File: src/rtl/mux_rr_feeder.sv
// Feeder for the 3-input select mux: three one-entry source slots scheduled onto s1/s0 with a valid/ready output.
// Define MUX_FIXED_PRIO_EN for fixed C > B > A selection instead of round-robin.
module mux_rr_feeder #(
  parameter int WIDTH = 4
) (
  input  logic             clk,
  input  logic             rst_n,
  input  logic [WIDTH-1:0] a_in,
  input  logic             a_req,
  output logic             a_rdy,
  input  logic [WIDTH-1:0] b_in,
  input  logic             b_req,
  output logic             b_rdy,
  input  logic [WIDTH-1:0] c_in,
  input  logic             c_req,
  output logic             c_rdy,
  input  logic             out_ready,
  output logic             out_valid,
  output logic             s1,
  output logic             s0,
  output logic [WIDTH-1:0] A,
  output logic [WIDTH-1:0] B,
  output logic [WIDTH-1:0] C
);

  typedef enum logic {IDLE, PRESENT} state_e;

  state_e           state_q, state_d;
  logic [2:0]       full_q, full_d;
  logic [1:0]       sel_q, sel_d;
  logic [WIDTH-1:0] aData_q, bData_q, cData_q;
  logic [2:0]       capture;
  logic [2:0]       grantMask;
  logic [2:0]       remaining;
  logic [1:0]       idlePick;
  logic [1:0]       presentPick;

  // Slot index doubles as the select code: 0 = A (00), 1 = B (01), 2 = C (10).
  assign capture   = {c_req & ~full_q[2], b_req & ~full_q[1], a_req & ~full_q[0]};
  assign grantMask = 3'b001 << sel_q;
  assign remaining = full_q & ~grantMask;

`ifdef MUX_FIXED_PRIO_EN
  function automatic logic [1:0] pickNext(input logic [2:0] mask);
    return mask[2] ? 2'd2 : (mask[1] ? 2'd1 : 2'd0);
  endfunction

  assign idlePick    = pickNext(full_q);
  assign presentPick = pickNext(remaining);
`else
  logic [1:0] lastGrant_q, lastGrant_d;

  // First occupied slot strictly after ptr in A -> B -> C -> A order.
  function automatic logic [1:0] pickNext(input logic [2:0] mask, input logic [1:0] ptr);
    case (ptr)
      2'd0:    return mask[1] ? 2'd1 : (mask[2] ? 2'd2 : 2'd0);
      2'd1:    return mask[2] ? 2'd2 : (mask[0] ? 2'd0 : 2'd1);
      default: return mask[0] ? 2'd0 : (mask[1] ? 2'd1 : 2'd2);
    endcase
  endfunction

  assign idlePick    = pickNext(full_q, lastGrant_q);
  assign presentPick = pickNext(remaining, sel_q);

  always_ff @(posedge clk or negedge rst_n) begin
    if (!rst_n) lastGrant_q <= 2'd2;
    else        lastGrant_q <= lastGrant_d;
  end
`endif

  always_ff @(posedge clk or negedge rst_n) begin
    if (!rst_n) begin
      state_q <= IDLE;
      full_q  <= 3'b000;
      sel_q   <= 2'd0;
      aData_q <= '0;
      bData_q <= '0;
      cData_q <= '0;
    end else begin
      state_q <= state_d;
      full_q  <= full_d;
      sel_q   <= sel_d;
      if (capture[0]) aData_q <= a_in;
      if (capture[1]) bData_q <= b_in;
      if (capture[2]) cData_q <= c_in;
    end
  end

  // Selection only looks at pre-edge occupancy, so a same-edge capture waits one cycle.
  always_comb begin
    state_d = state_q;
    sel_d   = sel_q;
    full_d  = full_q | capture;
`ifndef MUX_FIXED_PRIO_EN
    lastGrant_d = lastGrant_q;
`endif
    case (state_q)
      IDLE: begin
        if (|full_q) begin
          sel_d   = idlePick;
          state_d = PRESENT;
        end
      end
      PRESENT: begin
        if (out_ready) begin
          full_d = (full_q & ~grantMask) | capture;
`ifndef MUX_FIXED_PRIO_EN
          lastGrant_d = sel_q;
`endif
          if (|remaining) sel_d = presentPick;
          else            state_d = IDLE;
        end
      end
      default: state_d = IDLE;
    endcase
  end

  always_comb begin
    out_valid = (state_q == PRESENT);
    s1        = sel_q[1];
    s0        = sel_q[0];
    a_rdy     = ~full_q[0];
    b_rdy     = ~full_q[1];
    c_rdy     = ~full_q[2];
    A         = aData_q;
    B         = bData_q;
    C         = cData_q;
  end

endmodule

File: config.mk
export PLATFORM = sky130hd
export DESIGN_NAME = mux_rr_feeder
export DESIGN_NICKNAME = d
export VERILOG_FILES = /design/src/rtl/mux_rr_feeder.sv
export SDC_FILE = /design/constraint.sdc
export NUM_CORES = 1
export LEC_CHECK = 0
export BUFFER_PORTS_ARGS = -buffer_cell sky130_fd_sc_hd__buf_2
export CAP_MARGIN = 0
export CORE_MARGIN = 4
export CORE_UTILIZATION = 51
export CTS_CLUSTER_SIZE = 8
export DETAILED_ROUTE_END_ITERATION = 12
export PLACE_DENSITY_LB_ADDON = 0.25
export REMOVE_ABC_BUFFERS = 1
export SYNTH_ARGS = -nofsm -noshare
export SYNTH_HDL_FRONTEND = slang
export SYNTH_SLANG_ARGS = --single-unit
File: constraint.sdc
create_clock -name clk -period 3.6 [get_ports clk]
set_input_delay 0.18 -clock clk [delete_from_list [all_inputs] [get_ports clk]]
set_output_delay 0.18 -clock clk [all_outputs]
set_load 0.05 [all_outputs]
==> reports/results.ini <==
[grt]
grt_pass1_wl_mm = 3.16
grt-ovfl-total = 0
grt_pass1_vias = 732
antenna_found_initial = 0
grt_max_degree = 21
track_usage = 0.160

[critical_path]
worstReg2RegStart = sel_q[1]
cp_num_buf_inv = 0
crit_path_start = sel_q[1]
crit_chain = nor4b_1 -> o21ai_1 -> nand4_1 -> mux2_1
critPathMaxStageDelay_ns = 0.58
cp-end-kind = flop
cp_top_family = flip-flops
worstPathArrival_ns = 1.76
critPathSlowestCell = dfrtp_1
critPathRequiredTime_ns = 3.79
crit_fanout = 13
worst-setup-path-type = reg2reg
worstSetupStartpointType = flop

[synth]
synth_edf_count = 0
ys_types = 26
synth_top_area_share = 0.497
synth_area_leader_cell = dfrtp_1
ys_seq_elements = 20
syn_inst = 76
async_flop_share = 1.00
ys_seq_area_frac = 0.525
syn_area_sq_um = 956
yosysWarnings = 0
avgSynthCellArea_sq_um = 12.6
synthTopCellsByCount = dfrtp_1 (19), mux2_1 (15), nor2b_1 (5)
synth_most_common_cell = dfrtp_1
synth_ff_type = dfrtp_1
ys_top_cells_by_area = dfrtp_1 (50%), mux2_1 (18%), nor2b_1 (3.3%)

[floorplanning]
num_rows = 15
die-width_um = 51.3
die_area_sq_mm = 0.00263
die_y_um = 51.3
ios = 36
start_util = 0.548
coreArea_sq_mm = 0.00175

[routing]
drt-total-wl_mm = 1.83
drt-initial-drc-count = 5
vias = 733
ant_nets = 0
wire_per_inst_um = 13.3
drc = 0
drtPass1Iterations = 4
drt-vias-per-instance = 5.31

[clocking]
clkSinkCount = 20
cts_tree = done
worstSkewPairLatency_ns = 0.29
cts_buffers = 3
cts_buffer_depth = 2
cts_root_buffer = clkbuf_4
ctsResizeCount = 0
clkTransAtPathRegs_ns = 0.11
cts_max_level = 1

[timing]
setup_viol = 0
finClkSkew_ns = 0.00229
slew_headroom = 0.708
max_freq_ghz = 0.633
rsz0062_at_grt = no
hold_slack_ns = 0.0908
period_share = 0.439
fin_crit_ns = 1.58
tightest_slew_ns = 0.439
finalHoldViolCount = 0
fin_tns_setup_ns = 0
slew_viol_final = 0

[min_path]
min_path_type = in2reg
min_from = a_in[1]

[placement]
finalWeightedCongestion = 0.859
place_area_sq_mm = 0.00113
dp_hpwl_mm = 1.40
io_buffers = 35

[layout]
area_delta_synth_final_pct = 23.3
fin_area_sq_mm = 0.00118
drive_above_1_share = 0.381
post-route-util = 0.675
fillers = 144
antenna_cells = 0
fin_nets = 132

[run]
cap_violations = 0

[outcome]
status = finished, final reports clean

## layout make-up
class                           instances  area [sq um]  share of cell area
Timing Repair Buffer                   36           185               0.157
Sequential cell                        20           502               0.426
Multi-Input combinational cell         50           413               0.350
Clock buffer                            4          36.3              0.0308
Tap cell                               25          31.3              0.0265
Inverter                                3          11.3             0.00955
## final timing paths
| kind | to | slack (ns) | depth (start not counted) |
|---|---|---|---|
| setup reg to reg | sel_q[0] | 2.02 | 4 |
| min in group asynchronous | A[1] | 0.34 | 2 |
| hold / removal | A[1] | 0.09 | 2 |
| setup / recovery | sel_q[0] | 2.02 | 4 |
| hold reg to reg | B[2] | 0.49 | 1 |
| max in group asynchronous | lastGrant_q[1] | 2.92 | 2 |
## per-layer routing
| metal | GRT usage | vias up | share of wire |
|---|---|---|---|
| met5 | 0 | - | 0 |
| met4 | 0.0699 | 0 | 0.0055 |
| met3 | 0.0262 | 2 | 0.073 |
| met2 | 0.260 | 24 | 0.50 |
| met1 | 0.211 | 357 | 0.43 |
| li1 | - | 350 | - |
## stage by stage
stage / setup WS, ns / instances
2_1_floorplan: 1.87 / 73
3_3_place_gp: 2.15 / 133
3_5_place_dp: 2.07 / 133
4_1_cts: 2.06 / 138
5_1_grt: 1.95 / 138
6_report: 2.02 / 138
## layout by cell type, fill, tap and decap left out, drive strengths merged
cell type	instances
a22o	1
a22oi	2
a31oi	2
a32oi	1
and3	1
buf	35
clkbuf	4
dfrtp	19
dfstp	1
dlygate4sd3	1
inv	3
mux2	15
nand2	3
nand2b	4
nand4	1
nor2	1
nor2b	5
nor3	1
nor3b	2
nor4	1
nor4b	3
o21ai	1
o21ba	1
o21bai	3
o22ai	1
or3	1
## timing repair
action | in CTS | in global routing
buffers inserted | 0 | 0
hold buffers | 1 | 0
setup endpoints to repair | 0 | 0
endpoints found under the hold margin | 19 | 0
## flip-flops by register name, summed over array words and instances (netlist names)
name / cells
A: 4
B: 4
C: 4
full_q: 3
lastGrant_q: 2
out_valid: 1
sel_q: 2
## cell families (layout without fill, tap and decap cells)
logic type / count (synthesis) / in the layout / share of synthesized area
flops: 20 / 20 / 0.525
mux: 15 / 15 / 0.177
compound gates: 12 / 12 / 0.0929
simple gates: 23 / 23 / 0.162
buf+inv: 6 / 43 / 0.0432
Power is not shown: default switching activity piles up to over one toggle a cycle in this logic, so the estimate is an artifact.
